==> config.mk <==
export PLATFORM = sky130hd
export DESIGN_NAME = di_na_bridge_depacketizer
export DESIGN_NICKNAME = d
export VERILOG_FILES = /design/src/rtl/dii_package.sv /design/src/rtl/di_na_bridge_depacketizer.sv
export SDC_FILE = /design/constraint.sdc
export NUM_CORES = 1
export LEC_CHECK = 0
export CORE_MARGIN = 1
export CORE_UTILIZATION = 49
export CTS_CLUSTER_DIAMETER = 200
export DETAILED_ROUTE_END_ITERATION = 8
export GPL_ROUTABILITY_DRIVEN = 0
export PLACE_DENSITY = 0.86
export RECOVER_POWER = 25
export SLEW_MARGIN = 0
export SYNTH_ARGS = -nofsm -noshare
export SYNTH_HDL_FRONTEND = slang
export SYNTH_SLANG_ARGS = --single-unit
==> constraint.sdc <==
create_clock -name clk -period 3 [get_ports clk]
set_clock_uncertainty 0.2 [all_clocks]
set_input_delay 0.6 -clock clk [delete_from_list [all_inputs] [get_ports clk]]
set_output_delay 0.6 -clock clk [all_outputs]
set_load 0.01 [all_outputs]
==> src/rtl/dii_package.sv <==
// Shared DI flit type and event FLAGS constants used by the NA bridge blocks.
package dii_package;

  typedef struct packed {
    logic [15:0] data;
    logic        valid;
    logic        last;
  } dii_flit;

  localparam logic [1:0] TYPE_EVENT        = 2'b10;
  localparam logic [3:0] TYPE_SUB_LAST     = 4'h0;
  localparam logic [3:0] TYPE_SUB_CONTINUE = 4'h1;

  function automatic logic [7:0] sat_inc8(input logic [7:0] v);
    return (v == 8'hFF) ? v : v + 8'd1;
  endfunction

endpackage

==> src/rtl/di_na_bridge_depacketizer.sv <==
// Strips DEST/SRC/FLAGS from DI packets and reassembles multi-segment event
// payloads into one word stream whose final word carries in_flit_last.
module di_na_bridge_depacketizer
  import dii_package::*;
#(
  parameter int MAX_DATA_NUM_WORDS = 12
) (
  input  logic        clk,
  input  logic        rst,
  input  dii_flit     debug_in,
  output logic        debug_in_ready,
  input  logic [15:0] id,
  output logic [15:0] in_flit_data,
  output logic        in_flit_valid,
  output logic        in_flit_last,
  input  logic        in_flit_ready,
  output logic [7:0]  drop_cnt,
  output logic        err_oversize
);

  localparam int CW = $clog2(MAX_DATA_NUM_WORDS + 1);
  localparam logic [CW-1:0] CNT_MAX = CW'(MAX_DATA_NUM_WORDS);

  localparam logic [2:0] ST_DEST    = 3'd0;
  localparam logic [2:0] ST_SRC     = 3'd1;
  localparam logic [2:0] ST_FLAGS   = 3'd2;
  localparam logic [2:0] ST_PAYLOAD = 3'd3;
  localparam logic [2:0] ST_DROP    = 3'd4;

  logic [2:0]    state;
  logic          stage_valid;
  logic          stage_last;
  logic [15:0]   stage_data;
  logic          final_seg;
  logic          oversized;
  logic [CW-1:0] word_cnt;

  logic       accept;
  logic       emit;
  logic       at_limit;
  logic       stage_hold;
  logic [1:0] flag_type;
  logic [3:0] flag_sub;
  logic       flags_ok;
  logic       flags_final;

  assign at_limit    = (word_cnt == CNT_MAX);
  assign stage_hold  = stage_valid & stage_last;
  assign flag_type   = debug_in.data[15:14];
  assign flag_sub    = debug_in.data[13:10];
  assign flags_ok    = (flag_type == TYPE_EVENT) &&
                       ((flag_sub == TYPE_SUB_LAST) || (flag_sub == TYPE_SUB_CONTINUE));
  assign flags_final = (flag_sub == TYPE_SUB_LAST);

  // Once the event limit is hit, surplus words are swallowed without touching the stage
  always_comb begin
    if (stage_hold) begin
      debug_in_ready = 1'b0;
    end else if ((state == ST_PAYLOAD) && !at_limit) begin
      debug_in_ready = !stage_valid | in_flit_ready;
    end else begin
      debug_in_ready = 1'b1;
    end
  end

  // A staged word may leave only when its successor is on the input, or it is the event end
  assign in_flit_valid = stage_valid &
                         (stage_last | ((state == ST_PAYLOAD) & !at_limit & debug_in.valid));
  assign in_flit_data  = stage_data;
  assign in_flit_last  = stage_last;

  assign accept = debug_in.valid & debug_in_ready;
  assign emit   = in_flit_valid & in_flit_ready;

  always_ff @(posedge clk) begin
    if (rst) begin
      state        <= ST_DEST;
      stage_valid  <= 1'b0;
      stage_last   <= 1'b0;
      stage_data   <= 16'h0000;
      final_seg    <= 1'b0;
      oversized    <= 1'b0;
      word_cnt     <= '0;
      drop_cnt     <= 8'h00;
      err_oversize <= 1'b0;
    end else begin
      err_oversize <= 1'b0;
      if (emit) begin
        stage_valid <= 1'b0;
        stage_last  <= 1'b0;
      end
      if (accept) begin
        case (state)
          ST_DEST: begin
            if (debug_in.last) begin
              drop_cnt <= sat_inc8(drop_cnt);
            end else if (debug_in.data == id) begin
              state <= ST_SRC;
            end else begin
              state <= ST_DROP;
            end
          end
          ST_SRC: begin
            if (debug_in.last) begin
              drop_cnt <= sat_inc8(drop_cnt);
              state    <= ST_DEST;
            end else begin
              state <= ST_FLAGS;
            end
          end
          ST_FLAGS: begin
            if (!flags_ok) begin
              if (debug_in.last) begin
                drop_cnt <= sat_inc8(drop_cnt);
                state    <= ST_DEST;
              end else begin
                state <= ST_DROP;
              end
            end else begin
              final_seg <= flags_final;
              if (!debug_in.last) begin
                state <= ST_PAYLOAD;
              end else begin
                state <= ST_DEST;
                // Empty final segment closes whatever the stage already holds
                if (flags_final) begin
                  word_cnt  <= '0;
                  oversized <= 1'b0;
                  if (stage_valid) begin
                    stage_last <= 1'b1;
                  end else begin
                    drop_cnt <= sat_inc8(drop_cnt);
                  end
                end
              end
            end
          end
          ST_PAYLOAD: begin
            if (debug_in.last) begin
              state <= ST_DEST;
            end
            if (at_limit) begin
              oversized    <= 1'b1;
              err_oversize <= !oversized;
              if (debug_in.last && final_seg) begin
                word_cnt  <= '0;
                oversized <= 1'b0;
                if (stage_valid) begin
                  stage_last <= 1'b1;
                end
              end
            end else begin
              stage_valid <= 1'b1;
              stage_data  <= debug_in.data;
              stage_last  <= debug_in.last & final_seg;
              word_cnt    <= (debug_in.last && final_seg) ? '0 : word_cnt + CW'(1);
            end
          end
          ST_DROP: begin
            if (debug_in.last) begin
              drop_cnt <= sat_inc8(drop_cnt);
              state    <= ST_DEST;
            end
          end
          default: begin
            state <= ST_DEST;
          end
        endcase
      end
    end
  end

endmodule

==> results.rst <==
.. list-table::
   :header-rows: 1

   * - Metric
     - Value
   * - Total core area
     - 3720 um^2
   * - Final wirelength
     - 5130 um
   * - Sort of element at the end of the critical path
     - primary output
   * - Number of antenna violations at the first check in global routing
     - 0
   * - Capture instance of the worst register-to-register path
     - word_cnt[3]
   * - Number of cells traversed by the worst register-to-register path
     - 8
   * - Setup violations, final
     - 0
   * - Largest net degree at the start of global routing
     - 18
   * - Ranking of synthesized cells by instance count
     - sky130_fd_sc_hd__nand2_1, sky130_fd_sc_hd__dfxtp_1, sky130_fd_sc_hd__a21oi_1
   * - Class of the tightest hold or removal check
     - register to register
   * - Timing startpoint of the critical path
     - word_cnt[1]
   * - Largest vdd supply drop
     - 0.338 mV
   * - Buffers plus inverters on the worst setup path
     - 2
   * - Gate Count Post-Synth
     - 241
   * - Maximum number of buffers from clock root to sink
     - 2
   * - Clock latency at the later pin of the worst-skew pair
     - 0.29 ns
   * - Synthesized netlist net count
     - 281
   * - H-tree depth
     - 2
   * - Status
     - completed
   * - Post-Syn Area
     - 1920 um^2
   * - Synthesis-stage register bit count
     - 36
   * - Total overflow reported by the global router
     - 0
   * - Kind of start point of the critical path
     - register
   * - Overall global routing resource usage
     - 0.254
   * - Drc violations
     - 0
   * - Net switching power
     - 226 uW
   * - Clock network power share
     - 0.409
   * - Num CTS Buffers
     - 5
   * - Net count, final
     - 351
   * - Clock-pin slew on the worst setup and hold paths
     - 0.07 ns
   * - Number of standard cells in the layout, taps in and fillers out
     - 360
   * - Overall power after layout
     - 1020 uW
   * - Measured slew at the worst slew-check pin
     - 0.668 ns
   * - Kind of cell with the highest combined delay on the critical path
     - buffers and inverters
   * - Placed cell count
     - 352
   * - Mean routed wirelength per cell
     - 14.3 um
   * - Power per unit of standard cell area
     - 372 nW/um^2
   * - Delay of the slowest cell on the worst path
     - 0.52 ns
   * - Via count of the routed design
     - 1969
   * - Termination of the worst setup path
     - in_flit_valid
   * - Portion of synthesized cell area occupied by the leading cell type
     - 0.376
   * - Site Rows
     - 22
   * - Die W
     - 64.5 um
   * - Ranking of synthesized cells by area
     - sky130_fd_sc_hd__dfxtp_1, sky130_fd_sc_hd__nand2_1, sky130_fd_sc_hd__xnor2_1
   * - Number of sinks driven by the clock tree
     - 36
   * - Net switching fraction of the power
     - 0.221
   * - CP cell instances
     - inv_1 -> ha_1 -> nand3_1 -> and3_2 -> and2_1 -> o21a_1 -> clkdlybuf4s50_1
   * - Rel. slew slack
     - 0.553
   * - Final HPWL DP
     - 3930 um
   * - Combinational Power Share
     - 0.118
   * - Initial standard-cell utilization of the core
     - 0.516
   * - Critical Path AT
     - 2.03 ns
   * - Total count of max-transition violations in the final report
     - 0
   * - First-pass GRT wire length
     - 8150 um
   * - DRT iter0 DRCs
     - 107
   * - Library cell contributing the largest single delay on the critical path
     - sky130_fd_sc_hd__clkdlybuf4s50_1
   * - Total number of yosys warnings
     - 0
   * - Setup repair after global routing missed its margin
     - false
   * - Area Overhead vs Synth
     - 43.4%
   * - Cell accounting for the most synthesized area
     - sky130_fd_sc_hd__dfxtp_1
   * - Synth cell types
     - 44
   * - Cell-internal power
     - 798 uW
   * - Diodes inserted
     - 0
   * - Primary flip-flop cell chosen by synthesis mapping
     - sky130_fd_sc_hd__dfxtp_1
   * - Critical path peak fanout
     - 4
   * - Number of hold violations in the final report
     - 0
   * - Iteration count of the initial detailed-routing pass
     - 5
   * - Routed via count divided by cell count
     - 5.47
   * - Share of the clock period used by the worst path
     - 0.945
   * - Number of global-route vias before repair
     - 1767
   * - PortBufs
     - 64
   * - Number of max-cap violations
     - 0
   * - Proportion of layout cells with a drive suffix above 1
     - 0.0833
   * - Root cell of the clock tree
     - sky130_fd_sc_hd__clkbuf_8
   * - Sequential element share of the synthesized area
     - 0.376
   * - CTS tree
     - built
   * - Filler Cells Inserted
     - 294
   * - Die height
     - 64.5 um
   * - Number of synthesized flops with an enable pin
     - 0
   * - Cell with the most instances after synthesis
     - sky130_fd_sc_hd__nand2_1
   * - TNS Setup
     - 0 ns
   * - Asr flop ratio synth
     - 0
   * - Cts-stage hold buffer count
     - 0
   * - Launch point of the worst reg-to-reg path
     - word_cnt[0]
   * - Mean instance size in the synthesized netlist
     - 7.95 um^2
   * - Internal reg-to-reg setup slack
     - 0.72 ns
   * - Data required time at the worst endpoint
     - 2.20 ns
   * - Boundary pin count
     - 65
   * - Sequential cell fraction of total power
     - 0.473
   * - Critical path depth
     - 7
   * - Post-route antenna net violation count
     - 0
   * - Leak
     - 0.00101 uW
   * - Tmin final
     - 2.83 ns
   * - Type of the setup path with the least slack
     - register to primary output
   * - Area of the die
     - 4170 um^2
   * - Achievable clock frequency
     - 353 MHz
-- placed cells by master, fill, tap and decap left out, drive strengths merged, types with 4 or more instances in the layout --
| cell type | netlist | layout |
|---|---|---|
| nand2 | 43 | 43 |
| nor2b | 5 | 5 |
| nor4 | 4 | 4 |
| clkbuf | 4 | 6 |
| clkdlybuf4s50 | 0 | 48 |
| inv | 7 | 7 |
| or4 | 4 | 4 |
| o21ai | 7 | 7 |
| xnor2 | 16 | 16 |
| nor2 | 18 | 18 |
| nand4 | 9 | 9 |
| nor3 | 6 | 6 |
| nand3 | 9 | 9 |
| dfxtp | 36 | 36 |
| buf | 5 | 8 |
| a31oi | 6 | 6 |
| dlygate4sd3 | 0 | 16 |
| a21oi | 24 | 24 |
| and3 | 6 | 6 |
-- logic make-up after synthesis --
family          count (synthesis)  share of synthesized area
compound gates                 54                      0.181
fa+ha+maj                       4                     0.0248
buf+inv                        16                     0.0339
simple gates                  111                      0.292
mux                             1                    0.00522
xor+xnor                       19                     0.0868
flops                          36                      0.376
-- worst min path at each step --
stage               startpoint            to  slack, ns  cells past startpoint
floorplan            oversized  err_oversize       0.19                      1
global placement     oversized  err_oversize       0.21                      1
detailed placement   oversized  err_oversize       0.21                      1
CTS                  oversized  err_oversize       0.22                      1
global route         oversized  err_oversize       0.23                      1
finish               oversized  err_oversize       0.22                      1
-- timing repair --
action | CTS | global route
endpoints found under the setup margin | 0 | 1
gates resized for setup | 0 | 2
setup buffers | 0 | 0
-- metrics by stage --
| step | setup WS [ns] | utilization | area (um^2) | hold slack (ns) |
|---|---|---|---|---|
| after floorplan | 0.867 | - | 1920 | 0.190 |
| after global placement | 0.243 | 0.710 | 2640 | 0.207 |
| after detailed placement | 0.176 | 0.710 | 2640 | 0.211 |
| after CTS | 0.0827 | 0.739 | 2750 | 0.220 |
| after global routing | 0.0241 | 0.740 | 2750 | 0.226 |
| final | 0.165 | 0.740 | 2750 | 0.219 |
-- layer usage --
layer	wire [um]	global-route usage	vias to the layer above	part of all wire
met5	0	0	-	0
met4	76	0.0917	0	0.015
met1	2240	0.307	914	0.44
met3	215	0.0581	6	0.042
met2	2600	0.438	48	0.51
li1	-	-	1001	-
-- power groups by stage --
stage | Combinational [uW] | Sequential (uW) | Clock, uW
6_report | 121 | 484 | 419
5_1_grt | 129 | 485 | 452
4_1_cts | 121 | 484 | 427
3_5_place_dp | 120 | 495 | 0
3_3_place_gp | 118 | 495 | 0
2_1_floorplan | 47.2 | 496 | 0
-- sequential cells by signal, indices dropped and copies added, names as in the netlist --
register / cells
drop_cnt: 8
oversized: 1
word_cnt: 4
state: 3
final_seg: 1
in_flit_data: 16
stage_valid: 1
in_flit_last: 1
err_oversize: 1
-- area by class of cell --
| cell class | instances | area (um^2) | area share |
|---|---|---|---|
| multi-input combinational | 189 | 1130 | 0.412 |
| sequential | 36 | 722 | 0.263 |
| timing repair buffer | 72 | 701 | 0.255 |
| clock buffer | 6 | 72.6 | 0.0264 |
| tap | 48 | 60.1 | 0.0218 |
| clock inverter | 2 | 35.0 | 0.0127 |
| inverter | 7 | 26.3 | 0.00956 |
No activity file was read; power rests on OpenSTA's default activity.
